**src/rtl/mult_unit.sv**
```systemverilog
// Iterative RV32M multiplier for MUL, MULH, MULHSU and MULHU.
// Uses a shift-add datapath that retires BITS_PER_CYCLE multiplier bits per clock.
package common_types_pkg;
  typedef enum logic [2:0] {
    ADD_SUB_MUL = 3'b000,
    SLL_MULH    = 3'b001,
    SLT_MULHSU  = 3'b010,
    SLTU_MULHU  = 3'b011
  } funct3_r_t;
endpackage

module mult_unit
  import common_types_pkg::*;
#(
  parameter int WORD_W         = 32,
  parameter int BITS_PER_CYCLE = 1
) (
  input  logic              clk,
  input  logic              nrst,
  input  logic              start,
  input  logic              flush,
  input  logic [2:0]        funct3,
  input  logic [WORD_W-1:0] a,
  input  logic [WORD_W-1:0] b,
  output logic              busy,
  output logic              done,
  output logic [WORD_W-1:0] result
);

  localparam int BPC   = BITS_PER_CYCLE;
  localparam int STEPS = WORD_W / BPC;
  localparam int CNT_W = $clog2(STEPS + 1);

  typedef enum logic [1:0] {IDLE, CALC, FIX} state_t;

  state_t state, state_nxt;

  logic [CNT_W-1:0]    count;
  logic [2*WORD_W-1:0] prod;
  logic [2*WORD_W-1:0] prod_fix;
  logic [WORD_W-1:0]   mcand;
  logic [WORD_W-1:0]   mplier;
  logic [WORD_W-1:0]   mag_a;
  logic [WORD_W-1:0]   mag_b;
  logic [WORD_W+BPC-1:0] acc;
  logic neg, hi_sel;
  logic sgn_a, sgn_b, hi_dec;
  logic last_step;

  always_comb begin
    sgn_a  = 1'b0;
    sgn_b  = 1'b0;
    hi_dec = 1'b0;
    unique case (1'b1)
      (funct3 == SLL_MULH): begin
        sgn_a  = 1'b1;
        sgn_b  = 1'b1;
        hi_dec = 1'b1;
      end
      (funct3 == SLT_MULHSU): begin
        sgn_a  = 1'b1;
        hi_dec = 1'b1;
      end
      (funct3 == SLTU_MULHU): hi_dec = 1'b1;
      default: ;
    endcase
  end

  // 0x80000000 negates to itself, which is its correct unsigned magnitude
  assign mag_a = (sgn_a && a[WORD_W-1]) ? -a : a;
  assign mag_b = (sgn_b && b[WORD_W-1]) ? -b : b;

  assign acc = {{BPC{1'b0}}, prod[2*WORD_W-1:WORD_W]}
             + ({{BPC{1'b0}}, mcand}
             *  {{WORD_W{1'b0}}, mplier[BPC-1:0]});

  assign prod_fix  = neg ? -prod : prod;
  assign last_step = (count == CNT_W'(STEPS - 1));
  assign busy      = (state != IDLE);

  always_comb begin
    state_nxt = state;
    unique case (state)
      IDLE:    if (start) state_nxt = CALC;
      CALC:    if (last_step) state_nxt = FIX;
      FIX:     state_nxt = IDLE;
      default: state_nxt = IDLE;
    endcase
    if (flush) state_nxt = IDLE;
  end

  always_ff @(posedge clk or negedge nrst) begin
    if (!nrst) state <= IDLE;
    else       state <= state_nxt;
  end

  always_ff @(posedge clk or negedge nrst) begin
    if (!nrst) begin
      count  <= '0;
      prod   <= '0;
      mcand  <= '0;
      mplier <= '0;
      neg    <= 1'b0;
      hi_sel <= 1'b0;
      done   <= 1'b0;
      result <= '0;
    end else begin
      done <= 1'b0;
      if (!flush) begin
        unique case (state)
          IDLE: if (start) begin
            mcand  <= mag_a;
            mplier <= mag_b;
            neg    <= (sgn_a && a[WORD_W-1])
                    ^ (sgn_b && b[WORD_W-1]);
            hi_sel <= hi_dec;
            prod   <= '0;
            count  <= '0;
          end
          CALC: begin
            prod   <= {acc, prod[WORD_W-1:BPC]};
            mplier <= mplier >> BPC;
            count  <= count + 1'b1;
          end
          FIX: begin
            result <= hi_sel ? prod_fix[2*WORD_W-1:WORD_W]
                             : prod_fix[WORD_W-1:0];
            done   <= 1'b1;
          end
          default: ;
        endcase
      end
    end
  end

endmodule

```
**config.mk**
```make
export PLATFORM = sky130hd
export DESIGN_NAME = mult_unit
export DESIGN_NICKNAME = d
export VERILOG_FILES = /design/src/rtl/mult_unit.sv
export SDC_FILE = /design/constraint.sdc
export NUM_CORES = 1
export LEC_CHECK = 0
export ABC_AREA = 1
export CORE_MARGIN = 1.5
export CORE_UTILIZATION = 60
export CTS_CLUSTER_SIZE = 20
export DETAILED_ROUTE_END_ITERATION = 12
export PLACE_DENSITY = 0.82
export SLEW_MARGIN = 15
export SYNTH_ARGS = -nofsm -noshare
export SYNTH_HDL_FRONTEND = slang
export SYNTH_SLANG_ARGS = --single-unit
```
**constraint.sdc**
```tcl
create_clock -name clk -period 2.78 [get_ports clk]
set_input_delay 0.556 -clock clk [delete_from_list [all_inputs] [get_ports clk]]
set_output_delay 0.556 -clock clk [all_outputs]
set_load 0.005 [all_outputs]
```
==> key figures, run 1 <==
STA
  – Setup TNS: 0 ns
  – Setup Viol. Count Final: 0
  – Clock skew: 0.0109 ns
  – RSZ-0062 raised after global routing: no
  – Fin crit share: 89.4%
  – Worst hold slack: 0.0603 ns
  – Crit path time final: 2.49 ns
  – Final hold vios: 0
  – Max Freq: 402 MHz
  – Pins Over Slew Limit: 0
  – Measured slew at the worst slew-check pin: 0.552 ns
  – Rel. slew slack: 63.2%

Global routing
  – Total track usage: 36.6%
  – Number of global-route vias before repair: 13.9k
  – Largest net degree at the start of global routing: 87
  – Global route overflow: 0
  – First-pass GRT wire length: 69.5 mm
  – Initial antenna violation count: 0

Route
  – Routed wire per std cell: 16.4 um
  – Detailed-route DRC error count: 0
  – WL final: 42.0 mm
  – ANT nets after route: 0
  – DR iter-0 viols: 1257
  – Vias per Instance: 5.73
  – Vias: 14.7k
  – TritonRoute pass-1 iters: 8

Worst setup path
  – Top cell family by delay on the critical path: simple AND/OR/NAND/NOR gates
  – CP most frequent cell: nand2_1
  – Worst Setup End Kind: register
  – Critical path arrival: 2.79 ns
  – Max FO, Critical Path: 29
  – CP peak stage delay: 0.42 ns
  – Buf/Inv on CP: 2
  – Slowest-stage cell, CP: dfrtp_1
  – Crit Path Class: reg2reg
  – Critical-path cell list: buf_4 > nand2_1 > inv_1 > ha_1 > a21oi_1 > o21ai_2 > nand2_1 > nand2_1 > nand2_1 > nand2_1 > or2_2 > nand3_1 > o21ai_0
  – CP Launch Type: register
  – WP data required: 3.09 ns

Die
  – # IOs: 105
  – Overall die width: 154 um
  – Core area: 22500 um2
  – Std cell rows: 55
  – Die area: 23800 um2
  – Die Y: 154 um
  – Initial Util: 61.0%

Clock tree
  – Post-cts gate resize count: 0
  – H-tree depth: 4
  – Clk_lat worst skew: 0.43 ns
  – CTS Sinks: 171
  – TritonCTS buffer count: 17
  – Setup repair bufs after CTS: 0
  – CTS Root Cell: clkbuf_16
  – Cts hold-fix bufs: 0
  – Clock-pin slew on the worst setup and hold paths: 0.08 ns
  – CTS tree: done
  – CTS max path bufs: 2

Pwr
  – Register share of total power: 32.9%
  – Max VDD drop: 0.444 mV
  – Sw Share: 41.3%
  – Logic pwr share: 39.0%
  – Clk pwr share: 28.1%
  – P per Cell Area: 623 nW/um2
  – Sw Pwr: 4040 uW
  – P_leak: 0.00832 uW
  – Internal power consumption: 5750 uW

Synth
  – Yosys reg bits: 171
  – Syn nets: 2286
  – Seq/Total Area, Yosys: 31.2%
  – EDFF count, synth: 0
  – Post-Syn Area per Cell: 6.30 um2
  – Async SR Flop Fraction: 100%
  – Mapped Cells: 2178
  – Most used DFF post-synth: dfrtp_1
  – Ys Warns: 0
  – Number of distinct library cells after synthesis: 60
  – Mapped cell area: 13700 um2

Status
  – Outcome: completed

Placement
  – Number of buffers added on ports: 104
  – Gp weighted congestion: 1.01
  – Post-DP HPWL: 32.5 mm

Finish
  – N_diodes: 0
  – Area Overhead vs Synth: 14.5%
  – Share of cells above drive strength 1: 7.04%
  – Nets: 2368

Min path
  – Worst min path class: in2async

Job
  – Max Cap Viol: 0
## through the flow
stage	cells	util, %	instance area (um2)	worst slack, ns	power, uW
after floorplan	2178	-	13700	0.399	5750
after global placement	2526	66.8	15000	0.411	6870
after detailed placement	2526	66.8	15000	0.333	6950
after CTS	2558	69.8	15700	0.322	9720
after global routing	2558	69.8	15700	0.105	10400
final	2558	69.8	15700	0.294	9790
## worst paths after layout
path	to	cells past startpoint	slack, ns	from
max in group asynchronous	mplier[15]$_DFFE_PN0P_	2	1.93	nrst
max reg2reg	prod[45]$_DFFE_PN0P_	13	0.29	mplier[0]$_DFFE_PN0P_
min in group clk	result[9]$_DFFE_PN0P_	2	0.48	result[9]$_DFFE_PN0P_
max	prod[45]$_DFFE_PN0P_	13	0.29	mplier[0]$_DFFE_PN0P_
min	prod[12]$_DFFE_PN0P_	1	0.06	nrst
min reg2reg	result[9]$_DFFE_PN0P_	2	0.48	result[9]$_DFFE_PN0P_
## cells in the final DEF, fill, tap and decap left out, types with 12 or more instances in the layout
| cell type | instances |
|---|---|
| o21ai_1 | 32 |
| o21ai_0 | 96 |
| nor2_1 | 264 |
| nor3_1 | 17 |
| nand2_1 | 651 |
| clkdlybuf4s50_1 | 103 |
| nand2_2 | 15 |
| buf_4 | 21 |
| inv_2 | 20 |
| or2_2 | 20 |
| ha_1 | 36 |
| a21oi_1 | 108 |
| nor2_2 | 12 |
| a21boi_1 | 14 |
| a31oi_1 | 12 |
| clkbuf_16 | 17 |
| inv_1 | 265 |
| dfrtp_1 | 170 |
| nand4_1 | 30 |
| nand3_1 | 206 |
| o22ai_1 | 36 |
## layout make-up
type,count,area (um2)
clock buffers,17,425
clock inverters,15,250
fillers,2021,6790
inverters,288,1080
multi-input cells,1652,8010
flip-flops and latches,171,4280
well taps,285,357
repair buffers,130,1300
## routing by layer
metal / track usage (%) / vias to the layer above / part of all wire [%] / wire length (um)
met5: 0 / - / 0 / 0
met4: 19.2 / 0 / 5.1 / 2160
met3: 4.68 / 125 / 7.0 / 2940
met2: 59.6 / 647 / 46 / 19400
met1: 47.9 / 6677 / 42 / 17500
li1: - / 7215 / - / -
## sequential cells by signal, indices dropped and copies added (netlist names)
signal	cells
prod	64
mcand	32
mplier	32
result	32
count	6
state	2
done	1
hi_sel	1
neg	1
## power groups by stage
| stage | clock network [uW] | registers, uW | logic, uW |
|---|---|---|---|
| detailed placement | 0 | 3240 | 3720 |
| global route | 2860 | 3260 | 4290 |
| floorplan | 0 | 3090 | 2660 |
| CTS | 2770 | 3200 | 3750 |
| finish | 2750 | 3220 | 3820 |
| global placement | 0 | 3230 | 3640 |
## worst reg2reg max path: stages (launching register included)
cell,delay [ns]
dfrtp_1,0.42
buf_4,0.32
nand2_1,0.11
inv_1,0.08
ha_1,0.27
a21oi_1,0.24
o21ai_2,0.12
nand2_1,0.09
nand2_1,0.09
nand2_1,0.08
nand2_1,0.10
or2_2,0.29
nand3_1,0.07
o21ai_0,0.08
## synth_stat cells (all sizes together), types with 2 or more instances
library cell / number / area, um2
nor3: 19 / 111
xor2: 11 / 96.3
xnor2: 2 / 17.5
a2bb2oi: 5 / 43.8
or2: 23 / 144
nand4: 31 / 200
and2: 3 / 18.8
inv: 286 / 1080
o2111ai: 2 / 17.5
a22oi: 4 / 30.0
o22ai: 36 / 225
o221ai: 2 / 17.5
o21bai: 4 / 33.8
nand3: 212 / 1090
a21oi: 110 / 558
a21boi: 17 / 128
ha: 36 / 450
o21ai: 134 / 723
o21a: 3 / 22.5
nor4: 3 / 18.8
a21o: 3 / 22.5
o31ai: 3 / 27.5
buf: 45 / 258
nand2: 667 / 2550
nand3b: 5 / 37.5
nor2: 288 / 1210
clkinv: 2 / 7.51
dfrtp: 171 / 4280
clkbuf: 22 / 82.6
o211ai: 11 / 82.6
a31oi: 12 / 75.1
## kinds of logic (layout without fill, tap and decap cells)
family / count (synthesis) / in the layout / share of synthesized area [%]
XOR/XNOR: 13 / 13 / 0.830
AND/OR/NAND/NOR: 1252 / 1252 / 39.3
flip-flops: 171 / 171 / 31.2
AO/OA/AOI/OAI: 349 / 349 / 14.8
adder cells (fa/ha/maj): 37 / 37 / 3.43
multiplexers: 1 / 1 / 0.0730
buffers and inverters: 355 / 450 / 10.4
Note: power is estimated with default switching activity, not from simulation.
==> run 2: changes to the inputs <==
- CORE_ASPECT_RATIO: not set -> 1.25
==> run 2 against run 1 <==
Count of clock-buffer cells in the layout unchanged. Register-to-register slack improved by 0.03 ns. Wire length increased by 2.7%. Combinational power about the same. Non-clock buffer count decreased by 2. Total power decreased by 3.3%. Maximum frequency increased by 1.2%. Utilization increased by 0.22 points. Setup slack improved by 0.029 ns. Sequential power about the same. Die area about the same. Sequential share of layout area increased by 0.083 points. Highest routed layer unchanged.
==> key figures, run 2 (same netlist as run 1, synthesis figures left out) <==
Die
  – Die area: 23800 um2 (about the same)
  – Std cell rows: 61 (+11%)
  – Die Y: 172 um (+12%)
  – Core area: 22400 um2 (-0.62%)
  – # IOs: 105 (unchanged)
  – Overall die width: 138 um (-10%)
  – Initial Util: 61.3% (+0.38 points)

STA
  – Max Freq: 407 MHz (+1.2%)
  – Measured slew at the worst slew-check pin: 0.887 ns (+0.335 ns)
  – Rel. slew slack: 40.8% (-22 points)
  – Setup Viol. Count Final: 0 (unchanged)
  – Fin crit share: 88.4% (-1.1 points)
  – Pins Over Slew Limit: 0 (unchanged)
  – Crit path time final: 2.46 ns (-0.0294 ns)
  – Setup ws final: 0.323 ns (+0.0294 ns)
  – Setup TNS: 0 ns (unchanged)
  – Final hold vios: 0 (unchanged)
  – Clock skew: 0.00998 ns (-0.000926 ns)
  – RSZ-0062 raised after global routing: no

Route
  – Vias per Instance: 5.82 (+1.4%)
  – WL final: 43.2 mm (+2.7%)
  – Detailed-route DRC error count: 0 (unchanged)
  – ANT nets after route: 0 (unchanged)
  – TritonRoute pass-1 iters: 8 (unchanged)
  – Routed wire per std cell: 16.9 um (+2.9%)
  – DR iter-0 viols: 1452 (+16%)
  – Vias: 14.9k (+1.3%)

Clock tree
  – Cts hold-fix bufs: 0 (unchanged)
  – CTS max path bufs: 2 (unchanged)
  – Clock-pin slew on the worst setup and hold paths: 0.07 ns (about the same)
  – CTS tree: done
  – Setup repair bufs after CTS: 0 (unchanged)
  – H-tree depth: 4 (unchanged)
  – TritonCTS buffer count: 17 (unchanged)
  – CTS Root Cell: clkbuf_16
  – Post-cts gate resize count: 0 (unchanged)
  – Clk_lat worst skew: 0.45 ns (+0.02 ns)
  – CTS Sinks: 171 (unchanged)

Finish
  – N_diodes: 0 (unchanged)
  – Commonest non-fill, non-tap cell in the layout: nand2_1
  – Multi-input gate area: 8010 um2 (unchanged)
  – FF/Latch Area: 4280 um2 (unchanged)
  – Area Overhead vs Synth: 14.2%
  – Nets: 2366 (-0.084%)
  – Largest register FFs: 64 (unchanged)
  – Finished Layout Cells: 2554 (-0.16%)
  – Share of cells above drive strength 1: 6.96% (-0.082 points)
  – Register with the most flip-flops: prod
  – Filler cells: 1973 (-2.4%)
  – Commonest non-fill, non-tap cells in the layout: nand2_1 (651), inv_1 (265), nor2_1 (264), nand3_1 (206), dfrtp_1 (170)

Worst setup path
  – WP data required: 3.11 ns (+0.02 ns)
  – Critical path arrival: 2.79 ns (about the same)
  – Slowest-stage cell, CP: dfrtp_1
  – CP most frequent cell: nand2_1
  – Critical-path cell list: nand2_1 > inv_1 > ha_1 > inv_1 > fa_1 > inv_1 > nand2_1 > o21ai_2 > nand2_1 > nand2_1 > nand2_1 > nand2_1 > nand2_1 > nand2_1 > nand2_1 > nand3_1 > nand2_1
  – Max FO, Critical Path: 4 (-86%)
  – Worst Setup End Kind: register
  – Crit Path Class: reg2reg
  – CP Launch Type: register
  – CP peak stage delay: 0.44 ns (+0.02 ns)

Min path
  – Worst min path class: in2async

Job
  – Max Cap Viol: 0 (unchanged)

Placement
  – Post-DP HPWL: 33.3 mm (+2.5%)
  – Place WS: 0.336 ns (+0.00337 ns)
  – Number of buffers added on ports: 104 (unchanged)
  – Gp weighted congestion: 1.01 (+0.13%)
  – Placed insts: 2522 (-0.16%)

Status
  – Outcome: completed

Pwr
  – Register share of total power: 34.0% (+1.1 points)
  – Internal power consumption: 5340 uW (-7.1%)
  – Clk pwr share: 25.4% (-2.7 points)
  – Logic pwr share: 40.6% (+1.6 points)
  – Design Power: 9470 uW (-3.3%)
  – P_leak: 0.00829 uW (-0.38%)
  – P per Cell Area: 605 nW/um2 (-3.0%)
  – Max VDD drop: 0.486 mV (+9.5%)
  – Sw Share: 43.6% (+2.3 points)
  – Sw Pwr: 4130 uW (+2.2%)

Global routing
  – Global route overflow: 0 (unchanged)
  – Total track usage: 36.8% (+0.22 points)
  – First-pass GRT wire length: 69.9 mm (+0.60%)
  – Number of global-route vias before repair: 14.2k (+2.6%)
  – Initial antenna violation count: 0 (unchanged)
  – Largest net degree at the start of global routing: 87 (unchanged)
[run 2: area by class of cell]
| cell class | count | share of cell area (%) |
|---|---|---|
| inverter | 288 | 6.92 |
| clock inverter | 15 | 1.09 |
| tap | 283 | 2.26 |
| clock buffer | 17 | 2.72 |
| sequential | 171 | 27.3 |
| timing repair buffer | 128 | 8.52 |
| multi-input combinational | 1652 | 51.2 |
[run 2: per-stage QoR]
step,hold slack [ns],utilization (%),instance area [um2]
after floorplan,0.260,-,13700
after global placement,0.464,67.4,15100
after detailed placement,0.467,67.4,15100
after CTS,0.0354,70.0,15700
after global routing,0.0550,70.0,15700
final,0.0291,70.0,15700
[run 2: per-layer routing]
layer  GRT usage [%]  vias to the layer above  share of wire, %
met5               0                        -                 0
met4            22.3                        0               6.0
met3            4.65                      162               6.6
met2            64.5                      702                49
met1            43.4                     6773                39
li1                -                     7216                 -
[run 2: power groups by stage]
stage          combinational (uW)  sequential (uW)  clock, uW
2_1_floorplan                2660             3090          0
3_3_place_gp                 3690             3230          0
3_5_place_dp                 3760             3250          0
4_1_cts                      3780             3200       2430
5_1_grt                      4290             3260       2520
6_report                     3850             3220       2400
[run 2: final timing paths]
kind	start	cells past startpoint	slack, ns	endpoint
hold reg to reg	result[27]$_DFFE_PN0P_	2	0.48	result[27]$_DFFE_PN0P_
min in group clk	result[27]$_DFFE_PN0P_	2	0.48	result[27]$_DFFE_PN0P_
hold / removal	nrst	1	0.03	done$_DFF_PN0_
setup / recovery	mplier[0]$_DFFE_PN0P_	17	0.32	prod[61]$_DFFE_PN0P_
setup reg to reg	mplier[0]$_DFFE_PN0P_	17	0.32	prod[61]$_DFFE_PN0P_
max in group asynchronous	nrst	2	2.10	prod[54]$_DFFE_PN0P_
[run 2: critical path, delay by kind of cell, from the launching register on]
kind / cells / cell delay [ns]
AND/OR/NAND/NOR: 11 / 0.95
adder cells (fa/ha/maj): 2 / 0.53
flip-flops: 1 / 0.44
buffers and inverters: 3 / 0.25
AO/OA/AOI/OAI: 1 / 0.18
==> patch, RTL diff (settings of run 1) <==
Change the parameter `WORD_W` from 32 to 16.
--- a/src/rtl/mult_unit.sv
+++ b/src/rtl/mult_unit.sv
@@ -12,7 +12,7 @@
 module mult_unit
   import common_types_pkg::*;
 #(
-  parameter int WORD_W         = 32,
+  parameter int WORD_W         = 16,
   parameter int BITS_PER_CYCLE = 1
 ) (
   input  logic              clk,
Ports: changed (resized a, b and result); port bits go from 105 to 57. No check against the original RTL was run, so the function may have changed too.
==> patch against run 1 <==
Cell count decreased by 56%. Synthesized cell count shrank 57%. Area after synthesis decreased by 53%. Combinational power decreased by 53%. Wire length fell by 64%. Design area shrank 54%. Global-route usage decreased by 8.6 points. Maximum frequency increased by 2.7%. Sequential power down 46%. Sequential cell count down 81. Total power shrank 53%. Sequential share of layout area rose by 3.8 points. Setup slack improved by 0.065 ns. Critical path depth is 1 higher.
==> patch: results (changes against run 1) <==
RD Place Congestion: 0.960 (-5.0%)
multiplexer share of the synthesized area: 0 (-0.000730)
clk slew on worst S/H paths: 0.10 ns (+0.02 ns)
first-pass GRT wire length: 25400 um (-63%)
layout cell share with drive strength beyond 1: 0.0729 (+0.00248)
Leakage: 0.00372 uW (-55%)
DPL Wire Length: 11200 um (-66%)
DIE AREA: 11300 um2 (-53%)
Layout Skew: 0.0110 ns (+0.0000882 ns)
max_slew headroom: 0.658 (+0.0257)
Skew-Pair Late Insertion Delay: 0.37 ns (-0.06 ns)
Cells after Synth: 939 (-57%)
CP max FO: 17 (-41%)
Yosys cell types: 43 (-28%)
routed vias: 6115 (-58%)
FF/Latch Area: 2250 um2 (-47%)
Logic inverters: 123 (-57%)
Final #Nets: 1044 (-56%)
status: finished, final reports clean
Via density: 5.44 (-5.1%)
Post-Synth XOR/XNOR Area: 0.0123 (+0.00403)
vias in the first global route: 5687 (-59%)
Reg2Reg Depth: 14 (+1)
Routed Wire Length: 15000 um (-64%)
DP Area: 7030 um2 (-53%)
-- patch: path summary, 6_finish.rpt --
check / start / end / slack [ns]
max in group asynchronous: nrst / prod[28]$_DFFE_PN0P_ / 2.05
min in group clk: mplier[15]$_DFFE_PN0P_ / mplier[15]$_DFFE_PN0P_ / 0.49
hold / removal: nrst / prod[4]$_DFFE_PN0P_ / 0.08
setup / recovery: mplier[0]$_DFFE_PN0P_ / prod[29]$_DFFE_PN0P_ / 0.36
hold reg to reg: mplier[15]$_DFFE_PN0P_ / mplier[15]$_DFFE_PN0P_ / 0.49
setup reg to reg: mplier[0]$_DFFE_PN0P_ / prod[29]$_DFFE_PN0P_ / 0.36
-- patch: power by group through the flow --
| stage | Combinational (uW) | Sequential [uW] | Clock (uW) |
|---|---|---|---|
| 3_5_place_dp | 1750 | 1750 | 0 |
| 2_1_floorplan | 1360 | 1670 | 0 |
| 3_3_place_gp | 1710 | 1740 | 0 |
| 5_1_grt | 2050 | 1750 | 1100 |
| 4_1_cts | 1770 | 1720 | 1060 |
| 6_report | 1790 | 1730 | 1040 |
-- patch: worst reg2reg max path, delay by kind of cell (launching register included) --
family,cells,cell delay [ns]
AND/OR/NAND/NOR,8,0.77
flip-flops,1,0.67
adder cells (fa/ha/maj),2,0.52
buffers and inverters,3,0.24
AO/OA/AOI/OAI,1,0.16
-- patch: routing by layer --
layer	global-route usage	part of all wire	vias up
met5	0	0	-
met4	0.138	0.032	0
met3	0.0258	0.039	33
met2	0.472	0.48	155
met1	0.358	0.45	2771
li1	-	-	3156
